<file path="src/rtl/vga_rx_monitor.sv">
// Receive-side timing checker and pixel sampler for a VGA stream: rebuilds the
// pixel position from sync edges, qualifies timing lock and captures one probe pixel.
module vga_rx_monitor #(
  parameter int H_TOTAL     = 800,
  parameter int H_SYNC      = 96,
  parameter int H_BACK      = 48,
  parameter int H_ACTIVE    = 640,
  parameter int V_TOTAL     = 525,
  parameter int V_SYNC      = 2,
  parameter int V_BACK      = 33,
  parameter int V_ACTIVE    = 480,
  parameter int LOCK_FRAMES = 2
) (
  input  logic        clk,
  input  logic        rst_n,
  input  logic        hs,
  input  logic        vs,
  input  logic [3:0]  r,
  input  logic [3:0]  g,
  input  logic [3:0]  b,
  input  logic [9:0]  probe_x,
  input  logic [9:0]  probe_y,
  input  logic        err_clr,
  output logic        locked,
  output logic [11:0] cap_rgb,
  output logic        cap_valid,
  output logic        err_hline,
  output logic        err_hsync,
  output logic        err_vframe,
  output logic        err_vsync,
  output logic [15:0] frame_cnt
);

  typedef enum logic [1:0] {UNLOCKED, SYNCING, LOCKED} state_e;

  localparam logic [10:0] HTOT   = 11'(H_TOTAL);
  localparam logic [10:0] HSYNC  = 11'(H_SYNC);
  localparam logic [10:0] HSTART = 11'(H_SYNC + H_BACK);
  localparam logic [10:0] HEND   = 11'(H_SYNC + H_BACK + H_ACTIVE);
  localparam logic [9:0]  VTOT   = 10'(V_TOTAL);
  localparam logic [9:0]  VSYNC  = 10'(V_SYNC);
  localparam logic [9:0]  VSTART = 10'(V_SYNC + V_BACK);
  localparam logic [9:0]  VEND   = 10'(V_SYNC + V_BACK + V_ACTIVE);
  localparam logic [7:0]  LOCK_N = 8'(LOCK_FRAMES);

  state_e      state_q, state_d;
  logic        hs_q, vs_q, vs_armed_q, vs_armed_d;
  logic        h_ref_q, h_ref_d, v_ref_q, v_ref_d;
  logic        err_since_q, err_since_d;
  logic [7:0]  good_cnt_q, good_cnt_d;
  logic [10:0] hpos_q, hpos_d, x;
  logic [9:0]  vpos_q, vpos_d, vs_lines_q, vs_lines_d, y;
  logic        err_hline_q, err_hsync_q, err_vframe_q, err_vsync_q;
  logic [15:0] frame_cnt_q;
  logic [11:0] cap_rgb_q;
  logic        cap_valid_q;
  logic        hs_fall, hs_rise, vs_fall, vs_rise, frame_start;
  logic        e_hline, e_hsync, e_vframe, e_vsync, err_now, in_lock;
  logic        active, cap_fire;

  assign hs_fall     = hs_q & ~hs;
  assign hs_rise     = ~hs_q & hs;
  assign vs_fall     = vs_q & ~vs;
  assign vs_rise     = ~vs_q & vs;
  assign frame_start = hs_fall & ~vs & vs_armed_q;
  assign in_lock     = (state_q == LOCKED);

  // Position of the current sample plus the timing checks it triggers.
  always_comb begin
    hpos_d     = hs_fall ? 11'd0 : ((hpos_q == 11'h7FF) ? hpos_q : hpos_q + 11'd1);
    vpos_d     = vpos_q;
    vs_lines_d = vs_lines_q;
    vs_armed_d = frame_start ? 1'b0 : (vs | vs_armed_q);
    if (frame_start)
      vpos_d = 10'd0;
    else if (hs_fall && vpos_q != 10'h3FF)
      vpos_d = vpos_q + 10'd1;
    if (vs_fall)
      vs_lines_d = {9'd0, hs_fall};
    else if (!vs && hs_fall && vs_lines_q != 10'h3FF)
      vs_lines_d = vs_lines_q + 10'd1;
    e_hline  = hs_fall & h_ref_q & ((hpos_q + 11'd1) != HTOT);
    e_hsync  = hs_rise & (hpos_d != HSYNC);
    e_vsync  = vs_rise & (vs_lines_q != VSYNC);
    e_vframe = frame_start & v_ref_q & ((vpos_q + 10'd1) != VTOT);
    err_now  = e_hline | e_hsync | e_vframe | e_vsync;
    x        = hpos_d - HSTART;
    y        = vpos_d - VSTART;
    active   = (hpos_d >= HSTART) && (hpos_d < HEND) && (vpos_d >= VSTART) && (vpos_d < VEND);
    cap_fire = in_lock & active & (x == {1'b0, probe_x}) & (y == probe_y);
  end

  // Sync history resets high (idle level) so reset release never fabricates an edge.
  always_ff @(posedge clk or negedge rst_n) begin
    if (!rst_n) begin
      hs_q         <= 1'b1;
      vs_q         <= 1'b1;
      vs_armed_q   <= 1'b0;
      hpos_q       <= '0;
      vpos_q       <= '0;
      vs_lines_q   <= '0;
      err_hline_q  <= 1'b0;
      err_hsync_q  <= 1'b0;
      err_vframe_q <= 1'b0;
      err_vsync_q  <= 1'b0;
      frame_cnt_q  <= '0;
      cap_rgb_q    <= '0;
      cap_valid_q  <= 1'b0;
    end else begin
      hs_q         <= hs;
      vs_q         <= vs;
      vs_armed_q   <= vs_armed_d;
      hpos_q       <= hpos_d;
      vpos_q       <= vpos_d;
      vs_lines_q   <= vs_lines_d;
      err_hline_q  <= (in_lock & e_hline)  | (~err_clr & err_hline_q);
      err_hsync_q  <= (in_lock & e_hsync)  | (~err_clr & err_hsync_q);
      err_vframe_q <= (in_lock & e_vframe) | (~err_clr & err_vframe_q);
      err_vsync_q  <= (in_lock & e_vsync)  | (~err_clr & err_vsync_q);
      if (in_lock && frame_start)
        frame_cnt_q <= frame_cnt_q + 16'd1;
      if (cap_fire)
        cap_rgb_q <= {r, g, b};
      cap_valid_q  <= cap_fire;
    end
  end

  always_ff @(posedge clk or negedge rst_n) begin
    if (!rst_n) begin
      state_q     <= UNLOCKED;
      good_cnt_q  <= '0;
      err_since_q <= 1'b0;
      h_ref_q     <= 1'b0;
      v_ref_q     <= 1'b0;
    end else begin
      state_q     <= state_d;
      good_cnt_q  <= good_cnt_d;
      err_since_q <= err_since_d;
      h_ref_q     <= h_ref_d;
      v_ref_q     <= v_ref_d;
    end
  end

  // A frame counts as clean only if no error was seen since the previous frame start.
  always_comb begin
    state_d     = state_q;
    good_cnt_d  = good_cnt_q;
    err_since_d = err_since_q;
    h_ref_d     = h_ref_q | hs_fall;
    v_ref_d     = v_ref_q | frame_start;
    case (state_q)
      UNLOCKED: begin
        if (frame_start) begin
          state_d     = SYNCING;
          good_cnt_d  = '0;
          err_since_d = 1'b0;
        end
      end
      SYNCING: begin
        if (frame_start) begin
          err_since_d = 1'b0;
          if (err_now || err_since_q)
            good_cnt_d = '0;
          else begin
            good_cnt_d = good_cnt_q + 8'd1;
            if (good_cnt_q + 8'd1 >= LOCK_N)
              state_d = LOCKED;
          end
        end else if (err_now) begin
          good_cnt_d  = '0;
          err_since_d = 1'b1;
        end
      end
      LOCKED: begin
        if (err_now) begin
          state_d    = UNLOCKED;
          good_cnt_d = '0;
          h_ref_d    = 1'b0;
          v_ref_d    = 1'b0;
        end
      end
      default: state_d = UNLOCKED;
    endcase
  end

  always_comb begin
    locked     = (state_q == LOCKED);
    cap_rgb    = cap_rgb_q;
    cap_valid  = cap_valid_q;
    err_hline  = err_hline_q;
    err_hsync  = err_hsync_q;
    err_vframe = err_vframe_q;
    err_vsync  = err_vsync_q;
    frame_cnt  = frame_cnt_q;
  end

endmodule

</file>
<file path="config.mk">
export PLATFORM = sky130hd
export DESIGN_NAME = vga_rx_monitor
export DESIGN_NICKNAME = d
export VERILOG_FILES = /design/src/rtl/vga_rx_monitor.sv
export SDC_FILE = /design/constraint.sdc
export NUM_CORES = 1
export LEC_CHECK = 0
export ABC_AREA = 1
export CORE_UTILIZATION = 30
export DETAILED_ROUTE_END_ITERATION = 6
export GPL_TIMING_DRIVEN = 1
export PLACE_DENSITY = 0.61
export RECOVER_POWER = 25
export REMOVE_ABC_BUFFERS = 1
export SLEW_MARGIN = 25
export SYNTH_ARGS = -nofsm -noshare
export SYNTH_HDL_FRONTEND = slang
export SYNTH_SLANG_ARGS = --single-unit
</file>
<file path="constraint.sdc">
create_clock -name clk -period 3.08 [get_ports clk]
set_input_delay 0.77 -clock clk [delete_from_list [all_inputs] [get_ports clk]]
set_output_delay 0.77 -clock clk [all_outputs]
set_load 0.05 [all_outputs]
</file>
# Word level (Yosys, flattened, before mapping)
# Index checks and enable logic that the tools add are counted.
[word_totals]
regBits = 80
output_inout_bits = 34
word_cells = 127
[classes]
n_addsub = 7
order_cmp = 5
n_eq_ne = 17
muxes = 26
n_bitwise = 38
n_reduce_logical = 16
[op_table]
columns = ["operator", "count"]
rows = [
  ["10-bit two-way mux", 4],
  ["8-bit two-way mux", 4],
  ["10-bit inequality test (second input constant)", 3],
  ["8-bit case mux with 3 select lines", 1],
  ["1-bit bitwise AND", 23],
  ["11-bit two-way mux", 2],
  ["10-bit by 1-bit adder with 10-bit output (second input constant)", 2],
  ["16-bit by 1-bit adder with 16-bit output (second input constant)", 1],
  ["11-bit by 1-bit adder with 11-bit output (second input constant)", 1],
  ["11-bit by 10-bit equality test with 1-bit output", 1],
  ["11-bit equality test (second input constant)", 1],
  ["11-bit by 8-bit greater-or-equal comparator with 1-bit output (second input constant)", 1],
  ["11-bit by 10-bit < comparator with 1-bit output (second input constant)", 1],
  ["11-bit by 10-bit inequality test with 1-bit output (second input constant)", 1],
  ["11-bit by 7-bit inequality test with 1-bit output (second input constant)", 1],
  ["11-bit by 8-bit subtractor with 11-bit output (second input constant)", 1],
  ["10-bit equality test", 1],
  ["10-bit by 6-bit greater-or-equal comparator with 1-bit output (second input constant)", 1],
  ["10-bit < comparator (second input constant)", 1],
  ["2-bit two-way mux", 5],
  ["10-bit by 2-bit inequality test with 1-bit output (second input constant)", 1],
  ["2-bit inequality test (second input constant)", 5],
  ["1-bit bitwise OR", 10],
  ["10-bit by 6-bit subtractor with 10-bit output (second input constant)", 1],
  ["18 further kinds", 36],
]

# Depth between registers and ports, before layout
[logic_depth]
depth_word = 12
depth_mapped = 23
depth_no_buf = 22

# Least setup slack after synthesis
# OpenSTA, ideal clock, no wires.
[synth_path]
path_kind = "in2reg"
startpoint = "input hs"
endpoint = "register cap_rgb_q[10], in the netlist cap_rgb[10]"
setup_ps = 119
arrival_ps = 2727
setup_slack_ps = 234
cell_stages = 22
path_cell_list = "inv_2 > nand2_4 > inv_2 > nand2_4 > nand2_1 > nand3_1 > inv_2 > ha_1 > nor2_1 > a21oi_1 > nand3_1 > a21oi_1 > nand3_1 > nor2_1 > nand2_1 > nor2_2 > nand2_2 > nor2_8 > nand2_4 > buf_6 > nand2_1 > nand2_1"
[synth_via]
elab_chain_len = 11
word_cells_on_any_way = 22
cone_classes = "2 x add/sub; 4 x order compare; 2 x eq/ne; 3 x mux; 7 x bitwise; 4 x reduce/logical"
[synth_lines]
columns = ["item", "line", "text"]
rows = [
  ["start: declaration", "16", "input logic hs,"],
  ["1-bit NOT (*)", "61", "assign hs_fall = hs_q & ~hs;"],
  ["1-bit bitwise AND (*)", "61", ""],
  ["1-bit bitwise AND / 1-bit logical AND (equally long branches)", "65, 76", ""],
  ["1-bit bitwise AND / 10-bit two-way mux (equally long branches)", "65, 76", ""],
  ["10-bit two-way mux (*)", "74", "if (frame_start)"],
  ["named net vpos_d[0]", "52", "logic [9:0] vpos_q, vpos_d, vs_lines_q, vs_lines_d, y;"],
  ["10-bit by 6-bit greater-or-equal comparator with 1-bit output", "89", "active = (hpos_d >= HSTART) && (hpos_d < HEND) && (vpos_d >= VSTART) && (vpos_d < VEND);"],
  ["1-bit logical AND (2 in series)", "89", ""],
  ["1-bit bitwise AND (2 in series)", "90", "cap_fire = in_lock & active & (x == {1'b0, probe_x}) & (y == probe_y);"],
  ["1-bit bitwise AND (*)", "90", ""],
  ["end signal: assignment", "123", "cap_rgb_q <= {r, g, b};"],
  ["end: declaration", "55", "logic [11:0] cap_rgb_q;"],
]
# The timed path passes the listed nets; every way through them passes the cells marked *.
# A chain may end at the register's enable or synchronous reset.

# Worst setup path after layout
[layout_path]
startpoint = "register state_q[0]"
endpoint = "output locked"
[layout_via]
elab_chain_len = 1
[layout_lines]
columns = ["item", "line", "text"]
rows = [
  ["start: declaration", "46", "state_e state_q, state_d;"],
  ["start signal: assignment", "136", "state_q <= state_d;"],
  ["2-bit equality test", "187", "locked = (state_q == LOCKED);"],
  ["end: declaration", "24", "output logic locked,"],
]
# Every way passes these cells.

==> metrics.md <==
| Metric | Value |
|---|---|
| Outcome | `completed` |
| Routed len/inst | `11.7 um` |
| Setup TNS | `0 ps` |
| Proportion of layout cells with a drive suffix above 1 | `0.196` |
| Filler cells | `1,767` |
| Placed wire-length estimate | `9890 um` |
| Cell family with most CP delay | `buffers and inverters` |
| Antenna diodes | `0` |
| Slew margin rel. | `0.263` |
| Core Rows | `48` |
| Commonest non-fill, non-tap cell in the layout | `nand2_1` |
| Peak supply drop | `431 uV` |
| Die ar. | `18,300 um2` |
| Post-Synth Adder-Cell Area | `0.0353` |
| HP Class | `flop to flop` |
| Mapped Cells | `729` |
| Crit path max fanout | `7` |
| Worst-Skew Late Latency | `340 ps` |
| Residual DRC | `0` |
| Flop pwr share | `0.329` |
| Met3 usage in global routing | `0.0224` |
| Netlist Area Pre-Place | `5320 um2` |
| Clock sink count | `80` |
| WP buf/inv | `2` |
| CTS clock-pin slew for the worst setup and hold paths | `60 ps` |
| Power density over the cells | `548 nW/um2` |
| Met1 Resource Use GR | `0.191` |
| Initial Utilization | `0.308` |
| Nets | `917` |
| Cell internal pwr | `0.00251 W` |
| CTS tree | `yes` |
| Post-synthesis sequential area ratio | `0.376` |
| Psw | `0.00141 W` |
| Ports | `71` |
| CP max stage delay | `880 ps` |
| Clock power share | `0.310` |
| Leakage | `3.72 nW` |
| 1st-iter DRT viols | `218` |
| CTS Hold Buffers Added | `0` |
| Slowest library cell on the worst path | `clkdlybuf4s50_1` |
| Final setup viols | `0` |
| Clock Skews | `6.48 ps` |
| Area delta synth->final | `34.3%` |
| Total power | `0.00392 W` |
| Yosys warns | `0` |
| Root Driver | `clkbuf_16` |
| CP arrival | `2100 ps` |
| Clock Tree Buf Depth | `2` |
| Xor/xnor share of the synthesized area | `0.0444` |
| Routed Antenna Nets | `0` |
| Antenna violations before repair | `0` |
| Worst-Margin Slew | `1110 ps` |
| Comb power frac | `0.361` |
| Fin. Hold Viols | `0` |
| Vias in the first global route | `4,777` |
| Slew Limit Fails | `0` |
| WP depth | `3` |
| Total Wirelength | `12,800 um` |
| First-pass GRT wire length | `21,600 um` |
| Net Sw Frac | `0.359` |
| Commonest non-fill, non-tap cells in the layout | `212 x nand2_1, 101 x inv_1, 76 x dfrtp_1` |
| Worst path required time | `2310 ps` |
| CP Class | `flop to primary output` |
| H-tree levels | `3` |
| Die Ht | `135 um` |
| Post-synthesis simple-gate area fraction | `0.395` |
| Worst-path cell chain | `inv_1, ha_1, clkdlybuf4s50_1` |
| Count of different cell masters after synthesis | `42` |
| I/O Buffers | `70` |
| Core Box Area | `17,300 um2` |
| Largest family of logic cells by synthesized area | `simple AND/OR/NAND/NOR gates` |
| Remaining global-route overflow | `0` |
| Final period utilization | `0.933` |
| Via total after detailed routing | `4,868` |
| GRT busiest layer | `met2` |
| R2R depth | `20` |
| Total CTS buffers | `9` |
| Worst Hold Depth | `1` |
| Min Tclk post-route | `2870 ps` |
| Worst Hold Slack | `466 ps` |
| Max cap viols | `0` |
| Drt via density | `4.45` |
| Fmax | `0.348 GHz` |
| Compound-Gate Fraction of Synth Area | `0.0559` |
| Final GP Congestion | `0.879` |
| First-pass iteration count of the detailed router | `4` |
| Post-synthesis mux area share | `0` |
| Grt met2 use | `0.253` |
| Startpoint types | `flop` |
| Die width | `135 um` |
| Synth Register Bits | `80` |
| Crit path capture type | `primary output` |
| Largest net degree at the start of global routing | `44` |
| Syn_area_per_cell | `7.30 um2` |
| GRT Util Overall | `0.150` |
| Final core utilization | `0.413` |
==> flip-flops by register name, summed over array words and instances, names as in the netlist <==
register and count:
cap_rgb 12, cap_valid 1, err_hline 1, err_hsync 1, err_since_q 1, err_vframe 1
err_vsync 1, frame_cnt 16, good_cnt_q 8, h_ref_q 1, hpos_q 11, hs_q 1
state_q 2, v_ref_q 1, vpos_q 10, vs_armed_q 1, vs_lines_q 10, vs_q 1
==> logic make-up (layout without fill, tap and decap cells) <==
logic type,Yosys count,count (layout)
AO/OA/AOI/OAI,54,54
XOR/XNOR,27,27
adder cells (fa/ha/maj),15,15
buffers and inverters,121,260
flip-flops,80,80
AND/OR/NAND/NOR,432,433
==> worst paths after layout <==
check / from / endpoint / slack, ps
worst min register to register: frame_cnt[15] / frame_cnt[15] / 470
worst max register to register: hpos_q[0] / cap_rgb[11] / 260
worst min-delay path: frame_cnt[15] / frame_cnt[15] / 470
max in group asynchronous: rst_n / hpos_q[1] / 880
worst max-delay path: state_q[0] / locked / 210
min in group asynchronous: rst_n / state_q[0] / 640
==> routing by layer <==
| metal | vias up | wire length, um |
|---|---|---|
| li1 | 2574 | - |
| met1 | 2211 | 5990 |
| met2 | 69 | 6130 |
| met3 | 14 | 460 |
| met4 | 0 | 195 |
| met5 | - | 0 |
==> stage by stage <==
step	instance area, um2	cells	setup WS [ps]
final	7150	1094	207
after global routing	7150	1094	-29.7
after CTS	7000	1088	33.7
after detailed placement	6670	1073	-321
after global placement	6670	1073	-288
after floorplan	5260	723	137
==> synthesized netlist by cell type (all sizes together) <==
cell / instances / area share
nand4: 16 / 0.019
o21bai: 1 / 0.0014
a21oi: 20 / 0.020
and2: 1 / 0.0012
o21ai: 23 / 0.022
nor3b: 1 / 0.0014
dfstp: 2 / 0.0099
nand2: 242 / 0.19
buf: 6 / 0.011
a211oi: 1 / 0.0014
a22oi: 2 / 0.0028
a31oi: 2 / 0.0023
o211a: 1 / 0.0019
clkinv: 2 / 0.0023
nor2: 79 / 0.073
o22ai: 3 / 0.0035
nand3: 73 / 0.086
o31ai: 1 / 0.0014
inv: 113 / 0.080
ha: 15 / 0.035
nand3b: 6 / 0.0085
or2: 2 / 0.0024
xnor2: 12 / 0.020
nor4: 2 / 0.0052
nor3: 10 / 0.010
dfrtp: 78 / 0.37
xor2: 15 / 0.025
==> timing repair <==
action                                 CTS  global route
setup endpoints to repair                0            13
gates resized for setup                  0            24
buffers inserted                         0             5
endpoints found under the hold margin    0             0
==> power groups by stage <==
| stage | logic (W) | registers (W) | clock network (W) |
|---|---|---|---|
| 2_1_floorplan | 0.000811 | 0.00138 | 0 |
| 3_3_place_gp | 0.00137 | 0.00130 | 0 |
| 3_5_place_dp | 0.00138 | 0.00130 | 0 |
| 4_1_cts | 0.00139 | 0.00128 | 0.00126 |
| 5_1_grt | 0.00159 | 0.00131 | 0.00130 |
| 6_report | 0.00141 | 0.00129 | 0.00122 |
==> final cells by class <==
class	instances	area [um2]	share of cell area
Clock buffer	9	225	0.0315
Clock inverter	6	109	0.0152
Inverter	115	437	0.0611
Multi-Input combinational cell	529	2940	0.411
Sequential cell	80	2010	0.281
Tap cell	225	282	0.0394
Timing Repair Buffer	130	1150	0.161
Power figures use the tool's default switching activity.
